===== src/rtl/wm_pkg.sv =====
// wm_pkg: shared FSM state encoding and default LFSR tap masks for the watermark generator
package wm_pkg;
   typedef enum logic [1:0] {IDLE, RUN, DONE} state_t;
   localparam logic [7:0]  TAPS8  = 8'hB8;
   localparam logic [15:0] TAPS16 = 16'hB400;
endpackage


===== src/rtl/wm_lfsr.sv =====
// wm_lfsr: Fibonacci LFSR with seed load and STEPS-step advance per enable
//   clk, rst_n : clock, async active-low reset (state resets to 1)
//   load, seed : load seed (a zero seed becomes 1 so the register never locks up)
//   adv        : advance STEPS shifts in one cycle
//   q          : current register contents
module wm_lfsr #(
   parameter int               WIDTH = 16,
   parameter logic [WIDTH-1:0] TAPS  = 16'hB400,
   parameter int               STEPS = 2
) (
   input  logic             clk,
   input  logic             rst_n,
   input  logic             load,
   input  logic [WIDTH-1:0] seed,
   input  logic             adv,
   output logic [WIDTH-1:0] q
);
   logic [WIDTH-1:0] nxt;
   always_comb begin
      nxt = q;
      for (int s = 0; s < STEPS; s++) nxt = {nxt[WIDTH-2:0], ^(nxt & TAPS)};
   end
   always_ff @(posedge clk or negedge rst_n)
      if (!rst_n) q <= WIDTH'(1);
      else if (load) q <= (seed == '0) ? WIDTH'(1) : seed;
      else if (adv) q <= nxt;
endmodule


===== src/rtl/wm_sequence_gen.sv =====
// wm_sequence_gen: LFSR watermark symbol generator with valid/ready handshake
//   start, key, length, mode : begin a run (sampled in IDLE); mode 1 whitens bits
//   abort                    : cancel a run in progress, no done pulse
//   wm_data, wm_valid, wm_ready : symbol stream handshake
//   busy, done, count        : run active, one-cycle completion pulse, symbols accepted
import wm_pkg::*;
module wm_sequence_gen #(
   parameter int               WIDTH    = 16,
   parameter int               OUT_BITS = 2,
   parameter int               LEN_W    = 16,
   parameter logic [WIDTH-1:0] TAPS     = WIDTH'(TAPS16)
) (
   input  logic                clk,
   input  logic                rst_n,
   input  logic                start,
   input  logic [WIDTH-1:0]    key,
   input  logic [LEN_W-1:0]    length,
   input  logic                mode,
   input  logic                abort,
   output logic [OUT_BITS-1:0] wm_data,
   output logic                wm_valid,
   input  logic                wm_ready,
   output logic                busy,
   output logic                done,
   output logic [LEN_W-1:0]    count
);
   state_t           state, nxt_state;
   logic [LEN_W-1:0] len_q, cnt_inc;
   logic             mode_q, load, adv, last;
   logic [WIDTH-1:0] q;
   assign busy     = state == RUN;
   assign wm_valid = busy;
   assign done     = state == DONE;
   assign load     = (state == IDLE) & start;
   assign adv      = wm_valid & wm_ready & ~abort;
   assign cnt_inc  = count + 1'b1;
   assign last     = cnt_inc == len_q;
   wm_lfsr #(.WIDTH(WIDTH), .TAPS(TAPS), .STEPS(OUT_BITS)) u_lfsr (
      .clk(clk), .rst_n(rst_n), .load(load), .seed(key), .adv(adv), .q(q)
   );
   always_ff @(posedge clk or negedge rst_n)
      if (!rst_n) state <= IDLE;
      else state <= nxt_state;
   always_comb begin
      nxt_state = state;
      case (state)
         IDLE:    nxt_state = start ? ((length == '0) ? DONE : RUN) : IDLE;
         RUN:     nxt_state = abort ? IDLE : (adv && last) ? DONE : RUN;
         default: nxt_state = IDLE;
      endcase
   end
   always_ff @(posedge clk or negedge rst_n)
      if (!rst_n) begin
         count  <= '0;
         len_q  <= '0;
         mode_q <= 1'b0;
      end else if (load) begin
         count  <= '0;
         len_q  <= length;
         mode_q <= mode;
      end else if (adv) begin
         count  <= cnt_inc;
      end
   // Whitening folds each low bit with its mirror bit from the top of the register.
   always_comb begin
      wm_data = '0;
      for (int i = 0; i < OUT_BITS; i++) wm_data[i] = busy & (q[i] ^ (mode_q & q[WIDTH-1-i]));
   end
endmodule


===== config.mk =====
export PLATFORM = sky130hd
export DESIGN_NAME = wm_sequence_gen
export DESIGN_NICKNAME = d
export VERILOG_FILES = /design/src/rtl/wm_pkg.sv /design/src/rtl/wm_lfsr.sv /design/src/rtl/wm_sequence_gen.sv
export SDC_FILE = /design/constraint.sdc
export NUM_CORES = 1
export LEC_CHECK = 0
export CAP_MARGIN = 20
export CORE_MARGIN = 2
export CORE_UTILIZATION = 58
export CTS_BUF_LIST = sky130_fd_sc_hd__clkbuf_8
export DETAILED_ROUTE_END_ITERATION = 7
export PLACE_DENSITY = 0.88
export REMOVE_ABC_BUFFERS = 1
export SYNTH_ARGS = -nofsm -noshare
export SYNTH_HDL_FRONTEND = slang
export SYNTH_HIERARCHICAL = 1
export SYNTH_SLANG_ARGS = --single-unit

===== constraint.sdc =====
create_clock -name clk -period 3.6 [get_ports clk]
set_input_delay 0.72 -clock clk [delete_from_list [all_inputs] [get_ports clk]]
set_output_delay 0.72 -clock clk [all_outputs]
set_load 0.01 [all_outputs]

## Word level (Yosys, flattened, before mapping)

Index checks and enable logic that the tools add are counted.

- Flip-flop bits (word level): 51
- Input port bits: 38
- Word-level logic and storage cells: 36
- Output and inout port bits: 21

- Bitwise logic cells: 10
- Multiplexer cells: 10
- $add $sub $neg: 1
- Reduce and logical (&&, ||, !) cells: 7
- Equality and inequality tests: 3

Operators with widths:

| operator | count |
|---|---|
| $mux W16 | 5 |
| $logic_not A16 Y1 | 2 |
| $reduce_xor A16 Y1 | 2 |
| $add A16 B1 Y16 const B | 1 |
| $eq A16 B16 Y1 | 1 |
| $mux W2 | 4 |
| $and A1 B1 Y1 | 7 |
| $pmux W2 S2 | 1 |
| $eq A2 B1 Y1 const B | 1 |
| $eq A2 B2 Y1 const B | 1 |
| $logic_not A2 Y1 | 1 |
| $reduce_bool A2 Y1 | 1 |
| $xor A1 B1 Y1 | 2 |
| $logic_and A1 B1 Y1 | 1 |
| $not A1 Y1 | 1 |

## Logic depth before layout (Yosys ltp)

Gate-level depths: netlist of run 1.

- Depth after elaboration: 7
- Gate-level depth with buffers: 9
- Gate-level depth less buffers: 9

## Cells and area by module

The synthesis of run 1 kept the hierarchy.

By module, submodules not included:

| module | seq. area each (µm²) | area each (µm²) | instances | cells an instance |
|---|---|---|---|---|
| wm_sequence_gen | 875.8 | 2193.4 | 1 | 235 |
| wm_lfsr | 401.6 | 822.0 | 1 | 80 |

## Worst setup path before layout of run 1

Ideal clock, no wire load.

- Path kind: input port to flip-flop
- Start point: in abort
- End point: reg u_lfsr.q[5]
- Data required time: 3465 ps
- Path slack: 1510 ps
- Buffers on the path: 3
- Arrival: 1955 ps
- Stages on the path: 8
- Setup time: 135 ps
- Cells stage by stage: nor2_2 nand2_2 inv_1 buf_1 buf_4 buf_8 mux2i_1 o21ai_0

- Longest elaborated chain between the ends: 3

Ends and longest elaborated chain:

| element | line | source |
|---|---|---|
| start: declaration | wm_sequence_gen.sv:19 | `input logic abort,` |
| $not A1 Y1 | wm_sequence_gen.sv:35 | `assign adv = wm_valid & wm_ready & ~abort;` |
| $and A1 B1 Y1 | wm_sequence_gen.sv:35 |  |
| via adv | wm_sequence_gen.sv:29 | `logic mode_q, load, adv, last;` |
| $reduce_bool A2 Y1 (no line) | -- |  |
| end signal: assignment | wm_lfsr.sv:25 | `else if (load) q <= (seed == '0) ? WIDTH'(1) : seed;` |
| end signal: assignment | wm_lfsr.sv:26 | `else if (adv) q <= nxt;` |
| end: declaration | wm_lfsr.sv:16 | `output logic [WIDTH-1:0] q` |

The timed path passes the listed nets, and every way through them passes these cells.
A chain may end at the register's enable or synchronous reset.

## Worst setup path after layout of run 1

- Start point: in abort
- End point: reg count[2]

- Longest elaborated chain between the ends: 3

Ends and longest elaborated chain:

| element | line | source |
|---|---|---|
| $not A1 Y1 | wm_sequence_gen.sv:35 |  |
| $and A1 B1 Y1 | wm_sequence_gen.sv:35 |  |
| $reduce_bool A2 Y1 (no line) | -- |  |
| end signal: assignment | wm_sequence_gen.sv:62 | `count <= cnt_inc;` |
| end: declaration | wm_sequence_gen.sv:25 | `output logic [LEN_W-1:0] count` |

No other way between the ends.

==> flow_summary.yaml, run 1 <==
timing:
  relSlewSlack_pct: 65.1
  grt_setup_unrepaired: "false"
  worst_pin_slew_ns: 0.519
  finClkSkew_ns: 0.00764
  fin_crit_sh_pct: 65.5
  hold_viol: 0
  setup_violations: 0
  worst_slack_ns: 1.24
  fin_crit_ns: 2.36
  fmax_mhz: 424
  slew_viol_final: 0
  tns_ns: 0
clock_network:
  clockBufferDepth: 2
  clock-root-buffer: "clkbuf_8"
  clk_pin_slew_worst_paths_ns: 0.09
  clkSinkCount: 51
  cts_tree: "built"
  post_cts_resized: 0
  cts_setup_buffers: 0
  hold_buffers: 0
  clkLatencyLatePin_ns: 0.31
  h-tree-depth: 2
  numCtsBuffers: 5
die:
  dieArea_um2: 5790
  die_y_um: 76.1
  std_cell_rows: 26
  die_w_um: 76.1
  io_pins: 59
  initial_utilization_pct: 59.4
  core-area_um2: 5070
synthesis:
  synth_compound_area_share_pct: 12.5
  syn-instance-count: 315
  ys_types: 46
  synth_fa_ha_area_share_pct: 0.415
  netlist_area_um2: 3020
  muxShareOfSynthArea_pct: 11.7
  ys_ff_latch: 51
  ys.flop_type: "dfrtp_1"
  seq_area_frac_synth_pct: 42.4
  synth_largest_area_cell: "dfrtp_1"
  synth_top_area_share_pct: 41.5
  syn_area_per_cell_um2: 9.57
  async_reset_ff_share_pct: 100
  ys.warnings.count: 6
  synth.area.top_cells: "dfrtp_1 41%, mux2_2 6.3%, o21ai_0 6.0%"
  synth_top_family_by_area: "simple AND/OR/NAND/NOR gates"
  synth-xor-area-share_pct: 9.59
  synthSimpleGateAreaFrac_pct: 19.2
  synth_edf_count: 0
power_and_ir_drop:
  p_per_area_nw_per_um2: 435
  p_leak_uw: 0.00145
  ir_worst_vdd_uv: 238
detailed_routing:
  routed_wl_mm: 7.12
  first_iter_violations: 248
  drc: 0
  vias: 2558
  post_drt_wl_per_cell_um: 16.4
  drtPass1Iterations: 4
  viasPerCell: 5.88
  drtAntennaViolNets: 0
run_status:
  outcome: "finished clean"
placed_design:
  hpwl_mm: 5.29
  placed_cell_area_um2: 3590
  gp_congestion: 0.887
  pre_cts_ws_ns: 0.911
  io_buffer_count: 58
grt:
  grt_pass1_vias: 2470
  grt_antenna_before_repair: 0
  grt_start_max_net_pins: 53
  grt_overflow_total: 0
  track_usage_pct: 25.7
  grt_pass1_wl_mm: 12.0
cells_and_area:
  diodes: 0
  layout-drive-gt1-share_pct: 11.2
  postLayoutCoreUtil_pct: 73.5
  nNetsFinal: 403
  fin_area_um2: 3730
  area_growth_pct: 23.7
critical_path:
  rrSetupSlack_ns: 1.27
  crit_fanout: 18
  crit_start: "abort"
  r2r_start: "count[0]$_DFFE_PN0P_"
  cp-end-kind: "flop"
  path_class: "in2reg"
  worstPathRequired_ns: 3.79
  worstPathArrival_ns: 2.54
  crit_path_start_kind: "input port"
flow_run:
  maxCapViolCount: 0
worst_hold_path:
  holdCritPathClass: "in2async"
==> per-stage QoR <==
stage / hold slack (ns) / total power (µW) / std cells
floorplan: 0.424 / 1040 / 294
global placement: 0.515 / 1190 / 426
detailed placement: 0.521 / 1210 / 426
CTS: 0.541 / 1620 / 434
global route: 0.320 / 1710 / 435
finish: 0.302 / 1620 / 435
==> synth_stat cells (4+ instances only) <==
cell and count:
and3_1 5, xnor2_1 18, dfrtp_1 50, nor3b_1 4
nor3_1 6, nand3_1 9, mux2i_1 16, nand2_1 34
nor2_1 17, xor2_1 15, nor4_1 13, o21ai_0 36
mux2_2 17, buf_2 4, buf_4 7, clkbuf_1 7
o31ai_1 8, a21oi_1 11
==> cell families (layout without fill, tap and decap cells) <==
| family | Yosys count | count (layout) |
|---|---|---|
| AOI/OAI and AO/OA | 66 | 66 |
| xor gates and xnor gates | 33 | 33 |
| adders and majority gates | 1 | 1 |
| buffers and inverters | 23 | 73 |
| DFF | 51 | 51 |
| muxes | 33 | 33 |
| and+or+nand+nor | 108 | 108 |
==> critical path: stages <==
cell             delay (ns)
clkdlybuf4s50_1        0.41
nor2_2                 0.19
nand2_2                0.25
inv_1                  0.17
buf_4                  0.21
nor2_1                 0.10
buf_4                  0.19
o21ai_0                0.19
o21ai_0                0.12
==> final cells by class <==
cell class,count,area [µm²]
Tap cell,70,87.6
Multi-Input combinational cell,241,1610
Sequential cell,51,1280
Clock buffer,6,82.6
Fill cell,402,1350
Timing Repair Buffer,63,626
Clock inverter,2,35.0
Inverter,2,7.51
==> flip-flops by register name, indices dropped and copies added (netlist names) <==
signal / cells
count: 16
len_q: 16
u_lfsr/q: 16
state: 2
mode_q: 1
==> report_power, final <==
part / total [µW] / internal, µW / switching [µW]
registers: 767 / 672 / 95.0
clock network: 417 / 225 / 192
logic: 439 / 235 / 203
total: 1620 / 1130 / 490
==> path summary, 6_finish.rpt <==
kind | end | depth (start not counted)
max in group asynchronous | u_lfsr/q[0]$_DFFE_PN1P_ | 2
min in group clk | len_q[15]$_DFFE_PN0P_ | 1
hold reg to reg | len_q[15]$_DFFE_PN0P_ | 1
setup reg to reg | state[0]$_DFF_PN0_ | 7
hold / removal | count[11]$_DFFE_PN0P_ | 1
setup / recovery | count[2]$_DFFE_PN0P_ | 9
==> layout by cell type, fill, tap and decap left out, types with 8 or more instances in the layout <==
cell type        netlist  final
a21oi_1               11     11
clkdlybuf4s50_1        0     57
dfrtp_1               50     50
mux2_2                17     17
mux2i_1               16     16
nand2_1               34     34
nand3_1                9      9
nor2_1                17     17
nor4_1                13     13
o21ai_0               36     36
o31ai_1                8      8
xnor2_1               18     18
xor2_1                15     15
==> metal layers <==
layer  vias up  part of all wire (%)  GRT usage [%]  routed length, µm
li1       1226                     -              -                  -
met1      1208                    42           32.4               2970
met3        14                   5.5           4.86                389
met5         -                     0              0                  0
met4         0                   1.6           8.91                116
met2       110                    51           44.4               3650
Power figures use the tool's default switching activity.
==> run 2, diff against run 1 <==
Settings changed: CORE_UTILIZATION 58 to 54, PLACE_DENSITY 0.88 to 0.83.
Clock period 3.6 ns to 2.2 ns, I/O delays scaled along.
==> flow_summary.yaml, run 2 (synthesis results as in run 1) <==
clock_network:
  clkSinkCount: 51
  numCtsBuffers: 5
  cts_tree: "built"
  clockBufferDepth: 2
  clkLatencyLatePin_ns: 0.30
  cts_setup_buffers: 0
  clk_pin_slew_worst_paths_ns: 0.09
  hold_buffers: 0
  clock-root-buffer: "clkbuf_8"
  post_cts_resized: 0
  h-tree-depth: 2
timing:
  fin_crit_ns: 2.10
  finClkSkew_ns: 0.00803
  hold_viol: 0
  relSlewSlack_pct: 37.7
  worst_pin_slew_ns: 0.931
  grt_setup_unrepaired: "false"
  slew_viol_final: 0
  fmax_mhz: 476
  fin_crit_sh_pct: 95.6
  setup_violations: 0
detailed_routing:
  post_drt_wl_per_cell_um: 16.0
  drtPass1Iterations: 4
  first_iter_violations: 272
  viasPerCell: 5.85
  routed_wl_mm: 7.20
  vias: 2628
  drtAntennaViolNets: 0
  drc: 0
critical_path:
  worst_path_max_delay_cell: "or4_4"
  crit_path_start_kind: "flop"
  crit_chain: "buf_4 > nand4_1 > or4_4 > xor2_1 > o2111ai_1 > nor4_2 > a21oi_1"
  cp-end-kind: "flop"
  slowest_delay_ns: 0.56
  crit_fanout: 4
  cp.buffers_inverters: 1
  path_class: "reg2reg"
  worstPathRequired_ns: 2.37
  worstPathArrival_ns: 2.27
  crit_family: "simple AND/OR/NAND/NOR gates"
cells_and_area:
  fillers: 420
  largest_registers: "count: 16 flops, len_q: 16 flops, u_lfsr/q: 16 flops"
  layout-drive-gt1-share_pct: 15.6
  diodes: 0
  area_growth_pct: 26.7
  seq_area_um2: 1280
  postLayoutCoreUtil_pct: 70.2
  layout_commonest_cell: "clkdlybuf4s50_1"
  nNetsFinal: 415
  multi_input_area_um2: 1640
  stdcell_count: 449
  final_cell_mix: "57 x clkdlybuf4s50_1, 48 x dfrtp_1, 36 x o21ai_0"
die:
  std_cell_rows: 27
  dieArea_um2: 6200
  initial_utilization_pct: 55.4
  core-area_um2: 5440
  die_w_um: 78.7
  io_pins: 59
  die_y_um: 78.7
placed_design:
  io_buffer_count: 58
  hpwl_mm: 5.44
  place_inst: 441
  gp_congestion: 0.913
power_and_ir_drop:
  p_per_area_nw_per_um2: 670
  ir_worst_vdd_uv: 502
  power.total_uw: 2560
  p_leak_uw: 0.00150
run_status:
  outcome: "finished clean"
grt:
  grt_antenna_before_repair: 0
  track_usage_pct: 24.6
  grt_overflow_total: 0
  grt_start_max_net_pins: 34
  grt_pass1_vias: 2543
  grt_pass1_wl_mm: 12.0
flow_run:
  maxCapViolCount: 0
worst_hold_path:
  holdCritPathClass: "in2async"
[run 2: cell type report]
class	count	area share [%]
clock inverters	1	0.0983
repair buffers	75	18.4
flip-flops and latches	51	33.5
well taps	72	2.36
multi-input cells	241	42.9
clock buffers	7	2.52
inverters	2	0.197
[run 2: worst register-to-register path, stage by stage (launching register included)]
cell	delay, ns
dfrtp_1	0.38
buf_4	0.14
nand4_1	0.14
or4_4	0.56
xor2_1	0.19
o2111ai_1	0.14
nor4_2	0.29
a21oi_1	0.14
[run 2: metrics by stage]
| step | hold slack (ns) | instance area (µm²) | setup TNS [ns] | setup slack [ns] |
|---|---|---|---|---|
| after CTS | 0.161 | 3790 | 0 | 0.0232 |
| after global routing | 0.179 | 3820 | 0 | 0.00727 |
| after detailed placement | 0.493 | 3690 | -0.732 | -0.0944 |
| after global placement | 0.492 | 3690 | -0.110 | -0.0313 |
| final | 0.153 | 3820 | 0 | 0.0977 |
| after floorplan | 0.144 | 2890 | -99.08 | -2.46 |
[run 2: power by group]
part | total, µW | switching (µW) | leakage (µW) | internal, µW
Combinational | 738 | 343 | 0.000803 | 395
Sequential | 1250 | 147 | 0.000639 | 1100
Clock | 573 | 290 | 0.0000557 | 283
[run 2: worst paths after layout]
path | from | end | slack [ns] | cells after the start
setup / recovery | count[1]$_DFFE_PN0P_ | state[0]$_DFF_PN0_ | 0.1 | 7
hold / removal | rst_n | len_q[2]$_DFFE_PN0P_ | 0.15 | 1
setup reg to reg | count[1]$_DFFE_PN0P_ | state[0]$_DFF_PN0_ | 0.1 | 7
hold reg to reg | len_q[0]$_DFFE_PN0P_ | len_q[0]$_DFFE_PN0P_ | 0.53 | 1
max in group asynchronous | rst_n | count[2]$_DFFE_PN0P_ | 1.36 | 2
min in group clk | len_q[0]$_DFFE_PN0P_ | len_q[0]$_DFFE_PN0P_ | 0.53 | 1
[run 2: layer usage]
| metal | track usage (%) | share of wire (%) | vias to the layer above | wire length [µm] |
|---|---|---|---|---|
| met2 | 41.8 | 51 | 101 | 3660 |
| li1 | - | - | 1248 | - |
| met5 | 0 | 0 | - | 0 |
| met3 | 4.66 | 5.6 | 20 | 405 |
| met4 | 9.30 | 3.0 | 0 | 214 |
| met1 | 31.1 | 41 | 1259 | 2930 |
==> run 3, diff against run 2 <==
Settings changed: CELL_PAD_IN_SITES_DETAIL_PLACEMENT set to 2, CELL_PAD_IN_SITES_GLOBAL_PLACEMENT set to 2, CORE_UTILIZATION 54 to 33, PLACE_DENSITY 0.83 to 0.82.
==> flow_summary.yaml, run 3 (synthesis results as in run 1) <==
run_status:
  outcome: "finished clean"
detailed_routing:
  drc: 0
  drtPass1Iterations: 4
  vias: 2615
  drtAntennaViolNets: 0
  post_drt_wl_per_cell_um: 19.2
  routed_wl_mm: 9.38
  viasPerCell: 5.36
  first_iter_violations: 61
timing:
  slew_viol_final: 0
  worst_pin_slew_ns: 0.680
  fin_crit_sh_pct: 95.4
  setup_violations: 0
  hold_viol: 0
  relSlewSlack_pct: 54.6
  fmax_mhz: 476
  fin_crit_ns: 2.10
  finClkSkew_ns: 0.00749
placed_design:
  gp_congestion: 0.819
  placed_cell_area_um2: 3770
  hpwl_mm: 7.20
  io_buffer_count: 58
clock_network:
  clockBufferDepth: 2
  numCtsBuffers: 5
  clk_pin_slew_worst_paths_ns: 0.10
  h-tree-depth: 2
  hold_buffers: 0
  clkSinkCount: 51
  post_cts_resized: 1
  cts_setup_buffers: 0
  clkLatencyLatePin_ns: 0.31
  clock-root-buffer: "clkbuf_8"
  cts_tree: "built"
die:
  core-area_um2: 8810
  die_y_um: 99.6
  dieArea_um2: 9920
  io_pins: 59
  initial_utilization_pct: 34.2
  std_cell_rows: 34
  die_w_um: 99.6
cells_and_area:
  final_cell_mix: "57 x clkdlybuf4s50_1, 47 x dfrtp_1, 36 x o21ai_0"
  nNetsFinal: 418
  postLayoutCoreUtil_pct: 44.3
  fin_area_um2: 3900
  layout-drive-gt1-share_pct: 17.4
  largest_registers: "count: 16 flops, len_q: 16 flops, u_lfsr/q: 16 flops"
  layout_commonest_cell: "clkdlybuf4s50_1"
  area_growth_pct: 29.4
  diodes: 0
critical_path:
  crit_fanout: 3
  worstPathRequired_ns: 1.76
  rr_worst_depth: 10
  crit_path_start_kind: "flop"
  r2r_start: "state[1]$_DFF_PN0_"
  rrSetupSlack_ns: 0.14
  worstPathArrival_ns: 1.66
  timing.rr.end: "state[0]$_DFF_PN0_"
  path_class: "reg2out"
  cp-end-kind: "output port"
grt:
  grt_overflow_total: 0
  grt_start_max_net_pins: 53
  grt_pass1_vias: 2925
  grt_antenna_before_repair: 0
  grt_pass1_wl_mm: 15.5
  track_usage_pct: 19.8
worst_hold_path:
  holdCritPathClass: "in2async"
flow_run:
  maxCapViolCount: 0
power_and_ir_drop:
  ir_worst_vdd_uv: 242
  p_leak_uw: 0.00152
  p_per_area_nw_per_um2: 662
[run 3: cell count changes in the layout (fill, tap and decap cells not counted), moves of 2 or more]
cell      delta
nand3_2      +2
clkbuf_8     -2
buf_4        +2
nand3_1      -2
nor4_2       -2
[run 3: layout make-up]
| cell class | count | area, µm² |
|---|---|---|
| sequential | 51 | 1280 |
| multi-input combinational | 241 | 1660 |
| clock buffer | 5 | 68.8 |
| timing repair buffer | 78 | 738 |
| clock inverter | 3 | 16.3 |
| fill | 964 | 4900 |
| tap | 108 | 135 |
| inverter | 2 | 7.51 |
[run 3: worst max-delay path: stages, from the launching register on]
cell and delay [ns]:
dfrtp_1 0.40, nand2_1 0.10, xor2_1 0.17, nor2_1 0.14
clkdlybuf4s50_1 0.55
[run 3: report_power, final]
| group | internal (µW) | switching (µW) |
|---|---|---|
| clock network | 219 | 331 |
| logic | 401 | 372 |
| registers | 1100 | 159 |
| total | 1720 | 862 |
[run 3: worst max path at each step]
stage | slack [ns] | from | to
after floorplan | -2.46 | state[0]$_DFF_PN0_ | count[8]$_DFFE_PN0P_
after global placement | -0.15 | abort | state[0]$_DFF_PN0_
after detailed placement | -0.23 | abort | count[9]$_DFFE_PN0P_
after CTS | 0.004 | count[1]$_DFFE_PN0P_ | state[1]$_DFF_PN0_
after global routing | -0.02 | count[10]$_DFFE_PN0P_ | state[0]$_DFF_PN0_
final | 0.10 | u_lfsr/q[14]$_DFFE_PN0P_ | wm_data[1]
[run 3: per-stage QoR]
step / total power [µW] / setup WS (ns) / std cells / setup TNS [ns] / hold slack, ns
after global placement: 2000 / -0.145 / 480 / -0.858 / 0.386
after detailed placement: 2060 / -0.230 / 480 / -2.85 / 0.383
after global routing: 2740 / -0.0216 / 488 / -0.0216 / 0.0631
after floorplan: 1700 / -2.46 / 294 / -99.08 / 0.144
final: 2580 / 0.101 / 488 / 0 / 0.0456
after CTS: 2620 / 0.00433 / 488 / 0 / 0.0480
[run 3: routing by layer]
metal / share of wire [%] / vias to the layer above / global-route usage (%)
li1: - / 1253 / -
met1: 44 / 1305 / 25.0
met2: 53 / 51 / 36.6
met3: 2.8 / 6 / 2.46
met4: 0.67 / 0 / 3.16
met5: 0 / - / 0
